`src/rtl/parking_pkg.sv`:
```
// Shared definitions for the parking-lot request front-end: plate field
// layout, reject codes, dispatcher states and slot allocation order.
package parking_pkg;

  // Plate fields
  localparam logic [3:0] HANDI   = 4'b1001;
  localparam logic [3:0] HYBRID  = 4'b1000;
  localparam int         SUV_BIT = 11;

  // Lot geometry: slot id = 2*(floor-1) + place, place 0 = left, 1 = right
  localparam int NUM_FLOORS = 7;
  localparam int NUM_SLOTS  = 2 * NUM_FLOORS;

  // Reject codes
  localparam logic [2:0] REJ_NONE     = 3'd0;
  localparam logic [2:0] REJ_FULL     = 3'd3;
  localparam logic [2:0] REJ_NOTFOUND = 3'd4;
  localparam logic [2:0] REJ_DUP      = 3'd5;
  localparam logic [2:0] REJ_BADPLATE = 3'd6;

  typedef enum logic [1:0] {
    ST_IDLE   = 2'd0,
    ST_LOOKUP = 2'd1,
    ST_ISSUE  = 2'd2,
    ST_BUSY   = 2'd3
  } disp_state_t;

  // Allocation priority, expressed as slot ids. 1L (0) and 2L (2) never appear.
  localparam int SUV_N   = 7;
  localparam int SEDAN_N = 5;
  // 1R, 3L, 3R, 5L, 5R, 7L, 7R
  localparam logic [3:0] SUV_ORDER [SUV_N] =
    '{4'd1, 4'd4, 4'd5, 4'd8, 4'd9, 4'd12, 4'd13};
  // 2R, 4L, 4R, 6L, 6R
  localparam logic [3:0] SEDAN_ORDER [SEDAN_N] =
    '{4'd3, 4'd6, 4'd7, 4'd10, 4'd11};

  function automatic logic [2:0] slot_floor(input logic [3:0] slot);
    return slot[3:1] + 3'd1;
  endfunction

  function automatic logic slot_place(input logic [3:0] slot);
    return slot[0];
  endfunction

endpackage

```
`src/rtl/request_fifo.sv`:
```
// Synchronous first-word-fall-through FIFO holding pending {dir, plate}
// requests. Push and pop in the same cycle are both honoured, even when full.
module request_fifo #(
  parameter int WIDTH = 17,
  parameter int DEPTH = 4,
  localparam int AW = $clog2(DEPTH)
) (
  input  logic             clock,
  input  logic             reset,
  input  logic             push,
  input  logic [WIDTH-1:0] din,
  input  logic             pop,
  output logic [WIDTH-1:0] dout,
  output logic             full,
  output logic             empty,
  output logic [AW:0]      count
);

  logic [WIDTH-1:0] mem [DEPTH];
  logic [AW-1:0]    wr_ptr;
  logic [AW-1:0]    rd_ptr;
  logic             do_push;
  logic             do_pop;

  assign full    = (count == (AW+1)'(DEPTH));
  assign empty   = (count == '0);
  assign do_pop  = pop && !empty;
  assign do_push = push && (!full || do_pop);
  assign dout    = mem[rd_ptr];

  // Storage write; no reset needed since count gates what is visible
  always_ff @(posedge clock) begin
    if (do_push) mem[wr_ptr] <= din;
  end

  // Pointer and occupancy tracking
  always_ff @(posedge clock or posedge reset) begin
    if (reset) begin
      wr_ptr <= '0;
      rd_ptr <= '0;
      count  <= '0;
    end else begin
      if (do_push) wr_ptr <= wr_ptr + AW'(1);
      if (do_pop)  rd_ptr <= rd_ptr + AW'(1);
      case ({do_push, do_pop})
        2'b10:   count <= count + (AW+1)'(1);
        2'b01:   count <= count - (AW+1)'(1);
        default: count <= count;
      endcase
    end
  end

endmodule

```
`src/rtl/parking_slot_dispatcher.sv`:
```
// Front-end for the elevator controller: queues entry/exit requests, picks
// a target slot and hands exactly one command at a time to the elevator.
//
// state     | meaning
// ----------+-----------------------------------------------------------
// ST_IDLE   | no command outstanding; pops the queue when non-empty
// ST_LOOKUP | evaluate popped request against the occupancy map
// ST_ISSUE  | cmd_valid held with stable cmd_* until cmd_ready
// ST_BUSY   | command accepted, waiting for cmd_done
module parking_slot_dispatcher
  import parking_pkg::*;
#(
  parameter int QDEPTH  = 4,
  parameter int PLATE_W = 16
) (
  input  logic                         clock,
  input  logic                         reset,
  input  logic [PLATE_W-1:0]           license_plate,
  input  logic                         in_mode,
  input  logic                         out_mode,
  input  logic                         leakage,
  input  logic [2:0]                   leakage_floor,
  input  logic [NUM_SLOTS*PLATE_W-1:0] slot_plates,
  output logic                         cmd_valid,
  input  logic                         cmd_ready,
  output logic                         cmd_dir,
  output logic [PLATE_W-1:0]           cmd_plate,
  output logic [2:0]                   cmd_floor,
  output logic                         cmd_place,
  input  logic                         cmd_done,
  output logic                         rej_valid,
  output logic [2:0]                   rej_code,
  output logic                         q_drop,
  output logic [2:0]                   q_count,
  output logic                         busy
);

  disp_state_t state;

  logic [PLATE_W:0]         fifo_din;
  logic [PLATE_W:0]         fifo_dout;
  logic                     fifo_full;
  logic                     fifo_empty;
  logic [$clog2(QDEPTH):0]  fifo_count;
  logic                     push;
  logic                     pop;
  logic                     drop_now;

  logic                     req_dir;
  logic [PLATE_W-1:0]       req_plate;

  logic [PLATE_W-1:0]       occ [NUM_SLOTS];

  logic                     alloc_found;
  logic [3:0]               alloc_slot;
  logic                     dup_hit;
  logic                     exit_found;
  logic [3:0]               exit_slot;
  logic                     lk_ok;
  logic [2:0]               lk_code;
  logic [3:0]               lk_slot;

  // Simultaneous in/out keeps only the exit request
  assign push     = in_mode | out_mode;
  assign fifo_din = {out_mode, license_plate};
  assign pop      = (state == ST_IDLE) && !fifo_empty;
  assign drop_now = (in_mode & out_mode) | (push & fifo_full & !pop);
  assign q_count  = 3'(fifo_count);

  request_fifo #(
    .WIDTH (PLATE_W + 1),
    .DEPTH (QDEPTH)
  ) u_request_fifo (
    .clock (clock),
    .reset (reset),
    .push  (push),
    .din   (fifo_din),
    .pop   (pop),
    .dout  (fifo_dout),
    .full  (fifo_full),
    .empty (fifo_empty),
    .count (fifo_count)
  );

  // Unpack the occupancy map: each floor carries left in the upper half
  for (genvar g = 0; g < NUM_FLOORS; g++) begin : g_occ
    assign occ[2*g]   = slot_plates[2*PLATE_W*g + PLATE_W +: PLATE_W];
    assign occ[2*g+1] = slot_plates[2*PLATE_W*g +: PLATE_W];
  end

  // Slot allocation, duplicate detection and exit search
  always_comb begin
    alloc_found = 1'b0;
    alloc_slot  = '0;
    if (req_plate[SUV_BIT]) begin
      for (int i = 0; i < SUV_N; i++) begin
        if (!alloc_found && occ[SUV_ORDER[i]] == '0 &&
            !(leakage && slot_floor(SUV_ORDER[i]) == leakage_floor)) begin
          alloc_found = 1'b1;
          alloc_slot  = SUV_ORDER[i];
        end
      end
    end else begin
      for (int i = 0; i < SEDAN_N; i++) begin
        if (!alloc_found && occ[SEDAN_ORDER[i]] == '0 &&
            !(leakage && slot_floor(SEDAN_ORDER[i]) == leakage_floor)) begin
          alloc_found = 1'b1;
          alloc_slot  = SEDAN_ORDER[i];
        end
      end
    end

    // Scan order is floor 1..7, left before right; first hit wins
    dup_hit    = 1'b0;
    exit_found = 1'b0;
    exit_slot  = '0;
    for (int i = 0; i < NUM_SLOTS; i++) begin
      if (occ[i] == req_plate) begin
        dup_hit = 1'b1;
        if (!exit_found) begin
          exit_found = 1'b1;
          exit_slot  = 4'(i);
        end
      end
    end
  end

  // Request verdict with reject reasons in priority order
  always_comb begin
    lk_ok   = 1'b0;
    lk_code = REJ_NONE;
    lk_slot = '0;
    if (req_plate == '0) begin
      lk_code = REJ_BADPLATE;
    end else if (!req_dir) begin
      if (dup_hit) begin
        lk_code = REJ_DUP;
      end else if (!alloc_found) begin
        lk_code = REJ_FULL;
      end else begin
        lk_ok   = 1'b1;
        lk_slot = alloc_slot;
      end
    end else if (!exit_found) begin
      lk_code = REJ_NOTFOUND;
    end else begin
      lk_ok   = 1'b1;
      lk_slot = exit_slot;
    end
  end

  // Dispatcher FSM with registered command, reject and drop outputs
  always_ff @(posedge clock or posedge reset) begin
    if (reset) begin
      state     <= ST_IDLE;
      req_dir   <= 1'b0;
      req_plate <= '0;
      cmd_valid <= 1'b0;
      cmd_dir   <= 1'b0;
      cmd_plate <= '0;
      cmd_floor <= '0;
      cmd_place <= 1'b0;
      rej_valid <= 1'b0;
      rej_code  <= REJ_NONE;
      q_drop    <= 1'b0;
      busy      <= 1'b0;
    end else begin
      rej_valid <= 1'b0;
      q_drop    <= drop_now;
      case (state)
        ST_IDLE: begin
          if (!fifo_empty) begin
            req_dir   <= fifo_dout[PLATE_W];
            req_plate <= fifo_dout[PLATE_W-1:0];
            busy      <= 1'b1;
            state     <= ST_LOOKUP;
          end
        end
        ST_LOOKUP: begin
          if (lk_ok) begin
            cmd_valid <= 1'b1;
            cmd_dir   <= req_dir;
            cmd_plate <= req_plate;
            cmd_floor <= slot_floor(lk_slot);
            cmd_place <= slot_place(lk_slot);
            state     <= ST_ISSUE;
          end else begin
            rej_valid <= 1'b1;
            rej_code  <= lk_code;
            busy      <= 1'b0;
            state     <= ST_IDLE;
          end
        end
        ST_ISSUE: begin
          if (cmd_ready) begin
            cmd_valid <= 1'b0;
            state     <= ST_BUSY;
          end
        end
        ST_BUSY: begin
          if (cmd_done) begin
            busy  <= 1'b0;
            state <= ST_IDLE;
          end
        end
        default: begin
          cmd_valid <= 1'b0;
          busy      <= 1'b0;
          state     <= ST_IDLE;
        end
      endcase
    end
  end

endmodule

```
`config.mk`:
```
export PLATFORM = sky130hd
export DESIGN_NAME = parking_slot_dispatcher
export DESIGN_NICKNAME = d
export VERILOG_FILES = /design/src/rtl/parking_pkg.sv /design/src/rtl/request_fifo.sv /design/src/rtl/parking_slot_dispatcher.sv
export SDC_FILE = /design/constraint.sdc
export NUM_CORES = 1
export LEC_CHECK = 0
export CORE_ASPECT_RATIO = 1.25
export CORE_MARGIN = 2
export CORE_UTILIZATION = 43
export CTS_CLUSTER_DIAMETER = 60
export DETAILED_ROUTE_END_ITERATION = 7
export GPL_ROUTABILITY_DRIVEN = 1
export PLACE_DENSITY = 0.83
export SYNTH_ARGS = -nofsm -noshare
export SYNTH_HDL_FRONTEND = slang
export SYNTH_SLANG_ARGS = --single-unit
```
`constraint.sdc`:
```
create_clock -name clock -period 2.8 [get_ports clock]
set_clock_uncertainty 0.2 [all_clocks]
set_input_delay 0.7 -clock clock [delete_from_list [all_inputs] [get_ports clock]]
set_output_delay 0.7 -clock clock [all_outputs]
set_load 0.02 [all_outputs]
```
=== Word-level counts from Yosys, hierarchy flattened ===
Memory sizes are Yosys's and may differ from the RTL's. A register that Yosys moved wholly into a read port is not among the register bits.
Index checks and enable logic that the tools add are counted.

* Add/subtract/negate cells: 5
* Equal/unequal tests: 32
* Muxes and demuxes: 108
* Bitwise logic cells: 7
* Reductions and logical operators: 77

{| class="wikitable"
|+ Operators by type and width
! cell !! number
|-
| $eq 16x16->1 || 14
|-
| $logic_not 16->1 || 13
|-
| $mux 4 || 40
|-
| $mux 1 || 54
|-
| $logic_and 1x1->1 || 32
|-
| $logic_not 1->1 || 20
|-
| $eq 3x3->1 const A || 4
|-
| $mux 2 || 6
|-
| $mux 3 || 4
|-
| $ne 2x2->1 const B || 5
|-
| $pmux 2 s4 || 1
|-
| $add 3x1->3 const B || 2
|-
| $eq 2x2->1 const B || 3
|-
| $eq 2x3->1 const A || 2
|-
| $pmux 3 s2 || 1
|-
| $reduce_and 2->1 || 3
|-
| $reduce_and 3->1 || 2
|-
| $add 2x1->2 const B || 2
|-
| $eq 2x1->1 const B || 2
|-
| $reduce_and 4->1 || 1
|-
| $reduce_bool 2->1 || 2
|-
| $and 1x1->1 || 3
|-
| $eq 1x3->1 const A || 1
|-
| $eq 3x3->1 const B || 1
|-
| 9 further kinds || 11
|}

* Register bits: 37
* RAM bits: 68
* Bits of input ports: 250
* Output and inout port bits: 31
* Logic and storage cells: 243
* Memories kept: 1

{| class="wikitable"
|+ Memories
! memory !! depth !! bits a word !! read ports !! clocked after memory_dff !! write ports !! line !! RTL
|-
| u_request_fifo.mem || 4 || 17 || 1 || 1 || 1 || request_fifo.sv:19 || <nowiki>logic [WIDTH-1:0] mem [DEPTH];</nowiki>
|}

=== Depth between registers and ports, before layout ===
Gate-level depths: netlist of the first run.

* Word-level depth: 42
* Gate-level depth with buffers: 13
* Gate-level depth less buffers: 11

=== By module ===
From an unflattened synthesis of the first run, not the netlist that was laid out.

* Cells, all modules: 747
* Area total of the unflattened synthesis: 8540.7 sq um

{| class="wikitable"
|+ By module, submodules not included
! module !! times used !! cells an instance !! area an instance (sq um) !! sequential area each (sq um)
|-
| parking_slot_dispatcher || 1 || 619 || 5649.2 || 1176.1
|-
| request_fifo || 1 || 128 || 2891.5 || 2217.1
|}

=== Worst setup path before layout of the first run ===
Ideal clock, no wire load.

* Kind: input -> register
* Start point: input port slot_plates[204]
* End point: register cmd_floor[1]
* Setup time: 0.125 ns
* Arrival: 3.105 ns
* Required time: 2.475 ns
* Setup slack: -0.630 ns
* Stages: 10
* Buffers on the path: 0
* Cell sequence: or4_1 > nor2_1 > nand4_1 > and4_4 > a22o_1 > or2_0 > or3_1 > a21oi_1 > ha_1 > mux2_4

* Cells in the longest elaborated chain, start to end: 10
* Elaborated cells between the ends (all ways): 22
* Classes of those cells: add/sub (1); eq/ne (1); mux (16); reduce/logical (4)

{| class="wikitable"
|+ Ends and longest elaborated chain
! element !! line !! RTL
|-
| start: declaration || parking_slot_dispatcher.sv:23 || <nowiki>input logic [NUM_SLOTS*PLATE_W-1:0] slot_plates,</nowiki>
|-
| $logic_not 16->1 || parking_slot_dispatcher.sv:97 || <nowiki>if (!alloc_found && occ[SUV_ORDER[i]] == '0 &&</nowiki>
|-
| $logic_and 1x1->1 (2 in series) || parking_slot_dispatcher.sv:97 ||
|-
| $mux 4 / $mux 1 (equally long branches) || parking_slot_dispatcher.sv:97 ||
|-
| $mux 4 / $mux 1 (equally long branches) || parking_slot_dispatcher.sv:95 || <nowiki>if (req_plate[SUV_BIT]) begin</nowiki>
|-
| $mux 4 / $mux 1 (equally long branches) || parking_slot_dispatcher.sv:138 || <nowiki>end else if (!alloc_found) begin</nowiki>
|-
| $mux 4 / $mux 1 (equally long branches) || parking_slot_dispatcher.sv:136 || <nowiki>if (dup_hit) begin</nowiki>
|-
| $mux 4 / $mux 1 (equally long branches) || parking_slot_dispatcher.sv:135 || <nowiki>end else if (!req_dir) begin</nowiki>
|-
| $mux 4 / $mux 1 (equally long branches) || parking_slot_dispatcher.sv:133 || <nowiki>if (req_plate == '0) begin</nowiki>
|-
| $add 3x1->3 / $reduce_and 2->1 (equally long branches) || - ||
|-
| end signal: assignment || parking_slot_dispatcher.sv:184 || <nowiki>cmd_floor <= slot_floor(lk_slot);</nowiki>
|-
| end: declaration || parking_slot_dispatcher.sv:28 || <nowiki>output logic [2:0] cmd_floor,</nowiki>
|}

Several ways; a longest one is shown, not always the timed one.
A chain may end at the register's enable or synchronous reset.

=== Worst setup path after layout of the first run ===
* Start point: input port slot_plates[8]
* End point: register cmd_floor[1]

* Cells in the longest elaborated chain, start to end: 39
* Elaborated cells between the ends (all ways): 91
* Classes of those cells: add/sub (1); eq/ne (1); mux (68); reduce/logical (21)

{| class="wikitable"
|+ Ends and longest elaborated chain
! element
|-
| parallel branches: the longest is 39 deep, another holds $eq 16x16->1
|}

Parallel ways; which one is timed is not known. The select of a mux whose other input is x is not followed.

==> run metrics, run 1 <==
ys flop type edfxtp_1; worst hold path type reg2reg; Comb power frac 61.3%; Distinct cells, synth 62; Worst R2R Setup Slack -390 ps; router iterations before antenna repair 5; status finished, violations left; Iter 0 DRT Violations 678; endpoints failing setup 26; NetSw 5610 uW; Seq/Total Area, Yosys 39.2%; Hold Fails Final Rpt 0; WP data arrival 3340 ps; Rel. slew slack 65.0%; synthesized net count 1019; mux cell area share after synthesis 9.54%; share of cells above drive strength 1 35.8%; Die Y 163 um; vias in the first global route 9061; CP Launch Type input pin; Static Leak 0.00613 uW; synthesized area per cell 11.4 um^2; total gr overflow 0; initial antenna violation count 7; failing checks setup timing; met1 wire length 13.1 mm; Hold WS 297 ps; top cells by area, synth edfxtp_1 24%, xnor2_1 20%, dfrtp_1 16%, mux4_2 4.4%, nand4_1 4.3%; critical setup path kind in2reg; top-count cell post-synth xnor2_1; via count 8828; main combinational cell family by area after synthesis XOR/XNOR gates; final worst slack -446 ps; Max IR drop VDD 0.690 mV; std cell rows 58; crit share post-route 116%; share of power burned in registers 22.5%; gr usage total 32.1%; unrepaired setup endpoints after global routing true; minimum clock period 3250 ps; CP Data Required Time 2900 ps; core area 20000 um^2; cts hold-fix bufs 0; DR WL met2 18.8 mm; CTS Root Buffer Type clkbuf_16; placed inst area 13300 um^2; Detailed Place HPWL 25.7 mm; Inst Count DP 1468; CP bufs+invs 2; Synth Area in Adders 1.82%; Net Sw Frac 40.7%; simple-gate share of the synthesized area 17.3%; Async SR Flop Fraction 44.3%; cell-internal power 8170 uW; top sig layer met5; drt total wl 37.2 mm; Critical Path Max Stage Delay 330 ps; number of flops mapped to enable cells by yosys 68; crit path max fanout 2; post-route ant nets 0; CP Cell Sequence buf_2, nor4_4, buf_4, nand2_2, o31a_1, nor3b_4, a22o_1, or2_0, or3_1, a21oi_2, ha_1, mux2_4; Critical Path End Type flop; Worst-path clk slew 60 ps; post-DR wirelength/cell 24.3 um; Clk pwr share 16.2%; final design area excluding fillers 14800 um^2; Syn. warnings 0; FF+latch count, synth 122; NumNets Final 1506; Syn-to-layout area delta 70.8%; crit path max-delay cell type or3_1; Slew @ Worst Pin 524 ps; first-pass GRT wire length 50.4 mm; Sink Count 122; top cell type's share of synthesized area 23.6%; max-cap violations 0; pre-CTS setup slack -1190 ps; synthesized area 8650 um^2; CTS buffer count 17; DR vias/cell 5.76; Synth Area in XOR/XNOR 23.4%; routability cong. 0.928; largest net degree at the start of global routing 23; CP top delay family simple AND/OR/NAND/NOR gates; TritonCTS clock tree done; die area 21300 um^2; Slew Limit Fails 0; Pwr per Cell Area 933 nW/um^2; CTS H-Tree Depth 4; Initial Utilization 43.3%; Cell Count, Final, Fillers Out 1532; Gate Count Post-Synth 757; routed wl met3 2.90 mm; later-pin clock latency in the skew report 420 ps; maximum root-to-sink buffer count 2; fmax 0.308 GHz; Die X 131 um; Compound-Gate Fraction of Synth Area 3.53%; # DRC 0; area leader, netlist edfxtp_1; PortBufs 280; Synth top cells by count 197 x xnor2_1, 68 x edfxtp_1, 59 x nand4_1, 59 x nor4_1, 54 x dfrtp_1; final core utilization 74.0%; Ports 281
logic make-up (layout without fill, tap and decap cells):
group	count (synthesis)	in the layout
and+or+nand+nor	233	233
xor gates and xnor gates	231	231
DFF	122	122
buffers and inverters	61	561
muxes	52	52
AOI/OAI and AO/OA	46	46
adders and majority gates	12	12
other	0	5
cell type report:
type | count | area [um^2]
Clock buffer | 18 | 429
Timing Repair Buffer | 510 | 4730
Clock inverter | 14 | 161
Multi-Input combinational cell | 574 | 5620
Tap cell | 270 | 338
Antenna cell | 5 | 12.5
Sequential cell | 122 | 3400
Inverter | 19 | 71.3
Fill cell | 1306 | 5190
worst min-delay path, stage by stage (launching register included):
cell     delay, ps
dfrtp_1        350
nand2_1         60
nand2_1         60
through the flow:
step	setup TNS (ps)	total power, uW
2_1_floorplan	-2770	7570
3_3_place_gp	-22780	10200
3_5_place_dp	-25790	10500
4_1_cts	-6860	12900
5_1_grt	-8310	14300
6_report	-5950	13800
cells in the final DEF, fill, tap and decap left out, drive strengths merged, types with 16 or more instances in the layout:
cell type and n:
buf 237, nand4 61, xor2 34, clkbuf 29, dlygate4sd2 177, xnor2 197
inv 25, nor2 17, mux2 33, edfxtp 68, clkdlybuf4s50 52, nand2 30
dfrtp 54, mux4 17, nor4 72, dlymetal6s2s 17, clkdlybuf4s15 16
per-layer routing:
metal	vias to the layer above	track usage, %
li1	3795	-
met1	4274	35.8
met2	564	56.0
met3	187	8.18
met4	8	16.7
met5	-	0
registers in the layout, indices dropped and copies added (netlist names), named ones only:
signal and cells:
rej_valid 1, cmd_floor 3, u_request_fifo.wr_ptr 2, busy 1, u_request_fifo.mem 68, rej_code 3
req_plate 16, u_request_fifo.rd_ptr 2, req_dir 1, u_request_fifo.count 3, cmd_valid 1, state 1
cmd_place 1, q_drop 1, cmd_plate 16, cmd_dir 1
power by group through the flow:
stage / Clock [uW] / Combinational, uW / Sequential [uW]
floorplan: 0 / 4460 / 3120
global placement: 0 / 7230 / 3000
detailed placement: 0 / 7420 / 3060
CTS: 2240 / 7590 / 3050
global route: 2320 / 8830 / 3150
finish: 2230 / 8440 / 3100
what timing repair did:
| item | CTS | global route |
|---|---|---|
| gates resized for setup | 322 | 132 |
| endpoints found under the setup margin | 28 | 29 |
| buffers inserted | 11 | 17 |
| gates cloned | 1 | 2 |
| pin swaps | 111 | 59 |
worst paths after layout:
check,cells after the start,from,to
max,12,slot_plates[8],cmd_floor[1]
min,2,cmd_dir,cmd_dir
max reg2reg,13,req_plate[14],cmd_floor[1]
min reg2reg,2,cmd_dir,cmd_dir
max in group asynchronous,3,reset,req_plate[14]
min in group asynchronous,2,reset,cmd_plate[2]
No activity file was read; power rests on OpenSTA's default activity.
==> run 2: changes to the inputs <==
--- a/config.mk
+++ b/config.mk
@@ -7,11 +7,11 @@
 export LEC_CHECK = 0
 export CORE_ASPECT_RATIO = 1.25
 export CORE_MARGIN = 2
-export CORE_UTILIZATION = 43
+export CORE_UTILIZATION = 38
 export CTS_CLUSTER_DIAMETER = 60
 export DETAILED_ROUTE_END_ITERATION = 7
 export GPL_ROUTABILITY_DRIVEN = 1
-export PLACE_DENSITY = 0.83
+export PLACE_DENSITY = 0.76
 export SYNTH_ARGS = -nofsm -noshare
 export SYNTH_HDL_FRONTEND = slang
 export SYNTH_SLANG_ARGS = --single-unit
==> run metrics, run 2 (same netlist as run 1, synthesis figures left out) <==
# DRC 0; minimum clock period 3270 ps; routability cong. 0.924; post-route ant nets 0; vias in the first global route 9077; Worst R2R Setup Slack -430 ps; DR vias/cell 5.45; commonest non-fill, non-tap cell in the layout buf_4; first-pass GRT wire length 51.1 mm; initial antenna violation count 7; fmax 0.306 GHz; max-cap violations 0; Hold Fails Final Rpt 0; CTS Root Buffer Type clkbuf_16; Initial Utilization 38.8%; WP data arrival 3380 ps; crit share post-route 117%; Pwr per Cell Area 912 nW/um^2; CTS buffer count 17; cts hold-fix bufs 0; Max IR drop VDD 0.653 mV; worst hold path type reg2reg; Iter 0 DRT Violations 636; final worst slack -473 ps; max reg flops 68; pre-CTS setup slack -1270 ps; Ports 281; maximum root-to-sink buffer count 2; Worst-path clk slew 60 ps; Top Registers u_request_fifo.mem x68, cmd_plate x16, req_plate x16; Critical Path End Type flop; largest net degree at the start of global routing 41; CTS H-Tree Depth 4; TritonCTS clock tree done; crit path max-delay cell type clkdlybuf4s50_1; CP Data Required Time 2910 ps; unrepaired setup endpoints after global routing true; router iterations before antenna repair 7; Slew @ Worst Pin 516 ps; Rel. slew slack 65.2%; CP Cell Sequence clkdlybuf4s50_1, nor4_4, nand2_2, nor3_4, buf_4, buf_4, buf_4, a311o_1, a21oi_1, or3_1, a21oi_2, ha_1, mux2_4; Static Leak 0.00604 uW; Critical Path Max Stage Delay 490 ps; Die X 139 um; Die Y 173 um; CP Launch Type input pin; Slew Limit Fails 0; NumNets Final 1523; via count 8526; Detailed Place HPWL 25.8 mm; Sink Count 122; post-DR wirelength/cell 22.8 um; total gr overflow 0; crit path max fanout 2; Reg with most FFs u_request_fifo.mem; std cell rows 61; Syn-to-layout area delta 68.9%; most frequent cells in the layout 212 x buf_4, 194 x xnor2_1, 145 x dlygate4sd2_1, 87 x clkdlybuf4s50_1, 68 x edfxtp_1; endpoints failing setup 27; fillcell total 1745; TNS Setup -8360 ps; PortBufs 280; drt total wl 35.7 mm; failing checks setup timing; die area 24000 um^2; critical setup path kind in2reg; gr usage total 28.1%; later-pin clock latency in the skew report 420 ps; share of cells above drive strength 1 33.9%; core area 22300 um^2; cell mode on critical path buf_4; status finished, violations left
run 2: cell types whose count changed in the layout (fill, tap and decap cells not counted), sizes merged:
cell / before / now
clkdlybuf4s15: 16 / 10
dlymetal6s2s: 17 / 23
buf: 237 / 253
clkdlybuf4s50: 52 / 87
clkinv: 4 / 6
dlygate4sd2: 177 / 145
clkbuf: 29 / 26
diode: 5 / 6
inv: 25 / 24
run 2: final cells by class:
class	instances	area [um^2]	area share (%)
Multi-Input combinational cell	574	5310	36.4
Clock inverter	15	165	1.13
Antenna cell	6	15.0	0.103
Inverter	19	71.3	0.488
Sequential cell	122	3390	23.2
Clock buffer	17	425	2.91
Tap cell	283	354	2.42
Timing Repair Buffer	527	4870	33.3
run 2: path summary, 6_finish.rpt:
| path | endpoint | cells past startpoint | startpoint |
|---|---|---|---|
| hold reg to reg | cmd_dir | 2 | cmd_dir |
| hold / removal | cmd_dir | 2 | cmd_dir |
| max in group asynchronous | req_plate[13] | 3 | reset |
| min in group asynchronous | cmd_plate[12] | 2 | reset |
| setup reg to reg | cmd_floor[1] | 13 | req_plate[2] |
| setup / recovery | cmd_floor[1] | 13 | slot_plates[77] |
run 2: repair_timing:
action,4_1_cts,5_1_grt
cloned,0,2
resized for setup,274,66
endpoints found under the setup margin,28,29
pin swaps,95,47
setup buffers,19,21
run 2: metrics by stage:
stage | power [uW] | cell area, um^2 | instances | utilization, % | hold WS [ps]
2_1_floorplan | 7570 | 8650 | 757 | - | 295
3_3_place_gp | 10400 | 13300 | 1485 | 59.8 | 273
3_5_place_dp | 10600 | 13300 | 1485 | 59.8 | 263
4_1_cts | 13000 | 14200 | 1534 | 63.6 | 276
5_1_grt | 13900 | 14600 | 1563 | 65.5 | 323
6_report | 13300 | 14600 | 1563 | 65.5 | 271
run 2: layer usage:
metal / share of wire, % / vias up / global-route usage, %
li1: - / 3826 / -
met4: 5.0 / 2 / 14.7
met5: 0.036 / - / 0
met3: 6.7 / 132 / 6.06
met1: 36 / 4116 / 31.6
met2: 52 / 450 / 49.7
run 2: critical path: cells and delay by family:
kind                       cells  cell delay [ps]
muxes                          1              270
AOI/OAI and AO/OA              3              350
and+or+nand+nor                4             1020
buffers and inverters          4              810
adders and majority gates      1              230
run 2: power by group:
part	switching, uW	leakage, uW	internal (uW)
registers	413	0.00127	2630
clock network	900	0.000284	1330
logic	3990	0.00448	4060
total	5310	0.00604	8020
